`src/rtl/data_mem_sched.sv`:
```
// Write scheduler and read front-end for the 32-entry data memory: round-robin arbitration of
// two producers, registered write strobes, occupancy tracking and a valid/ack read port with
// a flush that drains every stored entry.
module data_mem_sched #(
  parameter int unsigned DATA_W = 128,
  parameter int unsigned DEPTH  = 32,
  parameter int unsigned CNT_W  = 6
) (
  input  logic              clk,
  input  logic              reset,
  input  logic              req0_valid,
  input  logic [DATA_W-1:0] req0_data,
  output logic              req0_ready,
  input  logic              req1_valid,
  input  logic [DATA_W-1:0] req1_data,
  output logic              req1_ready,
  output logic              rd_valid,
  output logic [DATA_W-1:0] rd_data,
  input  logic              rd_ack,
  input  logic              flush,
  output logic              flush_done,
  output logic [DATA_W-1:0] mem_data_in,
  output logic              mem_write,
  output logic              mem_incr_w,
  output logic              mem_incr_r,
  input  logic [DATA_W-1:0] mem_data_out,
  output logic [CNT_W-1:0]  count,
  output logic              full,
  output logic              empty
);

  typedef enum logic [1:0] {RdIdle, RdValid, Flush} rd_state_e;

  // One slot is sacrificed because the read pointer resets one ahead of the write pointer.
  localparam logic [CNT_W-1:0] MaxCount = CNT_W'(DEPTH - 1);

  rd_state_e         state_q, state_d;
  logic [CNT_W-1:0]  count_q, count_d;
  logic [CNT_W-1:0]  avail_q, avail_d;
  logic              rr_last_q, rr_last_d;
  logic              wr_q;
  logic [DATA_W-1:0] wr_data_q;
  logic              wr_open, acc0, acc1, accept, pop;

  // Arbitration: the producer that did not win last gets priority on a tie.
  always_comb begin
    wr_open    = reset & ~full & (state_q != Flush);
    req0_ready = wr_open & (~req1_valid | rr_last_q);
    req1_ready = wr_open & (~req0_valid | ~rr_last_q);
    acc0       = req0_valid & req0_ready;
    acc1       = req1_valid & req1_ready;
    accept     = acc0 | acc1;
    rr_last_d  = rr_last_q;
    if (acc0) rr_last_d = 1'b0;
    if (acc1) rr_last_d = 1'b1;
  end

  // Read FSM: presents the committed head entry and sequences the flush drain.
  always_comb begin
    state_d    = state_q;
    rd_valid   = 1'b0;
    pop        = 1'b0;
    flush_done = 1'b0;
    unique case (state_q)
      RdIdle: begin
        if (flush) state_d = Flush;
        else if (avail_q != '0) state_d = RdValid;
      end
      RdValid: begin
        rd_valid = 1'b1;
        pop      = rd_ack;
        if (flush) state_d = Flush;
        // Drop to idle on the last committed entry so a same-edge commit is never read stale.
        else if (rd_ack && avail_q <= CNT_W'(1)) state_d = RdIdle;
      end
      Flush: begin
        // Let an in-flight write commit first so it is drained too.
        if (!wr_q) begin
          if (avail_q != '0) begin
            pop = 1'b1;
          end else begin
            flush_done = 1'b1;
            state_d    = RdIdle;
          end
        end
      end
      default: state_d = RdIdle;
    endcase
  end

  // Occupancy: count tracks reservations, avail tracks entries the memory has committed.
  always_comb begin
    count_d = count_q + CNT_W'(accept) - CNT_W'(pop);
    avail_d = avail_q + CNT_W'(wr_q) - CNT_W'(pop);
  end

  // State registers and the one-deep write stage.
  always_ff @(posedge clk or negedge reset) begin
    if (!reset) begin
      state_q   <= RdIdle;
      count_q   <= '0;
      avail_q   <= '0;
      rr_last_q <= 1'b1;
      wr_q      <= 1'b0;
      wr_data_q <= '0;
    end else begin
      state_q   <= state_d;
      count_q   <= count_d;
      avail_q   <= avail_d;
      rr_last_q <= rr_last_d;
      wr_q      <= accept;
      if (accept) wr_data_q <= acc0 ? req0_data : req1_data;
    end
  end

  assign mem_data_in = wr_data_q;
  assign mem_write   = wr_q;
  assign mem_incr_w  = wr_q;
  assign mem_incr_r  = pop;
  assign rd_data     = mem_data_out;
  assign count       = count_q;
  assign full        = (count_q == MaxCount);
  assign empty       = (avail_q == '0);

endmodule

```
`config.mk`:
```
export PLATFORM = sky130hd
export DESIGN_NAME = data_mem_sched
export DESIGN_NICKNAME = d
export VERILOG_FILES = /design/src/rtl/data_mem_sched.sv
export SDC_FILE = /design/constraint.sdc
export NUM_CORES = 1
export LEC_CHECK = 0
export ABC_AREA = 1
export BUFFER_PORTS_ARGS = -buffer_cell sky130_fd_sc_hd__clkbuf_2
export CAP_MARGIN = 0
export CELL_PAD_IN_SITES_DETAIL_PLACEMENT = 1
export CELL_PAD_IN_SITES_GLOBAL_PLACEMENT = 2
export CORE_AREA = 10 10 248 250
export DETAILED_ROUTE_END_ITERATION = 8
export DIE_AREA = 0 0 258 260
export PLACE_DENSITY_LB_ADDON = 0.25
export SLEW_MARGIN = 20
export SYNTH_ARGS = -nofsm -noshare
export SYNTH_HDL_FRONTEND = slang
export SYNTH_SLANG_ARGS = --single-unit
export TNS_END_PERCENT = 10
```
`constraint.sdc`:
```
create_clock -name clk -period 3.5 [get_ports clk]
set_clock_uncertainty 0.2 [all_clocks]
set_input_delay 0.7 -clock clk [delete_from_list [all_inputs] [get_ports clk]]
set_output_delay 0.7 -clock clk [all_outputs]
set_load 0.03 [all_outputs]
```
==> results.json <==
{
  "arrival_ns": 3.12,
  "drt_iter0_drc": 326,
  "boundaryPins": 661,
  "fmax_ghz": 0.338,
  "grt_max_degree": 133,
  "hold_class": "input port to asynchronous set/reset pin",
  "r2r-end": "count[4]",
  "peakVddDrop_v": 0.000359,
  "cts.repair.resized": 0,
  "die_h_um": 260,
  "regArea_mm2": 0.00360,
  "cts_tree": "yes",
  "seq_area_frac_synth": 0.366,
  "dp_hpwl_um": 30800,
  "core_mm2": 0.0563,
  "grt_pass1_vias": 10814,
  "yosysTopAreaCell": "dfrtp_1",
  "fp.dieW_um": 258,
  "cp_max_fo": 4,
  "multiInputGateArea_mm2": 0.00372,
  "synth-edff-count": 0,
  "reg2regPathDepth": 14,
  "syn_avg_cell_area_um2": 7.08,
  "critPathCaptureType": "register",
  "cap_violations": 0,
  "ys_ff_latch": 144,
  "fin_crit_sh": 0.846,
  "cts_buffer_depth": 2,
  "dpl_cell_area_mm2": 0.0115,
  "dieArea_mm2": 0.0671,
  "antenna_cells": 0,
  "port_buffers": 404,
  "routed_wirelength_um": 44500,
  "finalSetupTns_ns": 0,
  "worstSetupPathType": "register to register",
  "p_total_mw": 10.6,
  "powerDensity_mw_per_mm2": 876,
  "antenna_found_initial": 0,
  "grt_setup_unrepaired": "false",
  "cts-root-buf": "clkbuf_16",
  "status": "complete, no violations",
  "place_congestion": 0.736,
  "synth_ff_type": "dfrtp_1",
  "yosysWarnings": 0,
  "cts.sinks": 144,
  "relSlewSlack": 0.363,
  "final_layout_size_suffix_gt1_frac": 0.282,
  "postRouteAntennaNets": 0,
  "r2r_start": "count[2]",
  "r2r_slack_ns": 0.54,
  "route.detailed.drc": 0,
  "synthToLayoutAreaGrowth_pct": 23.1,
  "clock_latency_ns": 0.48,
  "initial_utilization": 0.175,
  "hold_viol": 0,
  "cts_setup_buffers": 0,
  "final_max_slew_viol_count": 0,
  "overflow": 0,
  "yosysUniqueCellTypes": 27,
  "syn_nets": 1803,
  "cp.required_ns": 3.66,
  "p_leak_nw": 7.28,
  "startpoint_type": "register",
  "postCtsHoldBufs": 0,
  "setup_viol": 0,
  "tightest_slew_ns": 0.955,
  "track_usage": 0.131,
  "rows": 87,
  "syn_inst": 1391,
  "syn_area_mm2": 0.00985,
  "synthTopCellsByArea": "dfrtp_1 (36%), nand3_1 (13%), inv_1 (11%)",
  "ys_async_sr_fraction": 1.00,
  "drt_first_pass_iters": 7,
  "yosysTopAreaCellShare": 0.363,
  "fill_cells": 7065,
  "grt_first_pass_wirelength_um": 68500,
  "final_nets": 2011,
  "vias_per_cell": 4.16,
  "htree_levels": 4,
  "wl_per_cell_um": 18.8,
  "routed-via-count": 9851,
  "cts-buffers-inserted": 17,
  "clk_pin_slew_worst_paths_ns": 0.07,
  "final_area_mm2": 0.0121,
  "period_needed_ns": 2.96
}
power by group:
| part | internal [mW] | switching (mW) | leakage, nW | total [mW] |
|---|---|---|---|---|
| Sequential | 2.50 | 0.523 | 1.76 | 3.02 |
| Clock | 1.12 | 0.839 | 0.287 | 1.96 |
| Combinational | 1.61 | 4.03 | 5.23 | 5.64 |
| Total | 5.23 | 5.39 | 7.28 | 10.6 |
cell families (layout without fill, tap and decap cells):
kind of cell / after synthesis / count (layout) / synth area share
simple gates: 690 / 690 / 0.333
buf+inv: 517 / 736 / 0.258
flops: 144 / 144 / 0.366
fa+ha+maj: 22 / 22 / 0.0295
compound gates: 10 / 10 / 0.00610
xor+xnor: 8 / 8 / 0.00711
sequential cells by signal, indices dropped and copies added, names as in the netlist:
register     count
mem_data_in    128
avail_q          6
count            6
state_q          2
mem_incr_w       1
rr_last_q        1
critical path: stages, from the launching register on:
cell and delay, ns:
dfrtp_1 0.42, ha_1 0.24, nand2_1 0.11, inv_1 0.04, nand2_1 0.06, nand4_1 0.28, nand2_4 0.20, inv_1 0.05
ha_1 0.26, inv_1 0.04, ha_1 0.21, fa_1 0.42, nand3_1 0.10, nand2_1 0.06, xor2_1 0.14
cells in the mapped netlist, types with 2 or more instances:
cell and instances:
a21oi_1 4, a31oi_1 2, buf_1 3, buf_2 61, buf_4 139, clkbuf_1 23, dfrtp_1 143, fa_1 2
ha_1 20, inv_1 289, nand2_1 280, nand2_2 2, nand3_1 264, nand4_1 134, nor2_1 5, nor2_2 2
nor3b_1 2, xnor2_1 3, xor2_1 5
metal layers:
metal / vias up / wire length, µm / share of wire / track usage
met5: - / 0 / 0 / 0
met4: 0 / 1060 / 0.024 / 0.0526
met3: 62 / 2940 / 0.066 / 0.0433
met2: 305 / 22100 / 0.50 / 0.220
met1: 4813 / 18400 / 0.41 / 0.153
li1: 4671 / - / - / -
layout make-up:
| type | count | share of cell area |
|---|---|---|
| Sequential cell | 144 | 0.297 |
| Clock buffer | 18 | 0.0362 |
| Clock inverter | 12 | 0.0119 |
| Inverter | 290 | 0.0897 |
| Multi-Input combinational cell | 730 | 0.307 |
| Tap cell | 756 | 0.0780 |
| Timing Repair Buffer | 416 | 0.180 |
through the flow:
step           setup slack [ns]  hold slack (ns)   util  cells
3_3_place_gp              0.439            0.292  0.205   2336
3_5_place_dp              0.425            0.294  0.205   2336
4_1_cts                   0.471            0.142  0.216   2366
6_report                  0.539            0.164  0.216   2366
5_1_grt                   0.320            0.194  0.216   2366
2_1_floorplan            0.0530            0.204      -   1391
cell usage in the layout, fill, tap and decap left out, drive strengths merged, types with 2 or more instances in the layout:
master / instances
nand4: 134
nand2: 282
nor3b: 2
clkbuf: 420
clkinvlp: 2
fa: 2
xnor2: 3
buf: 14
clkinv: 7
inv: 290
dfrtp: 143
nor2: 7
a21oi: 4
nand3: 265
ha: 20
xor2: 5
a31oi: 2
bufinv: 3
how the worst max path moves through the flow:
stage,start,endpoint,slack [ns],cells past startpoint
after floorplan,state_q[1],avail_q[4],0.05,13
after global placement,req1_valid,count[4],0.44,12
after detailed placement,req1_valid,count[4],0.42,12
after CTS,avail_q[4],mem_incr_r,0.47,8
after global routing,avail_q[2],avail_q[4],0.32,16
final,count[2],count[4],0.54,14
No activity file was read; power rests on OpenSTA's default activity.
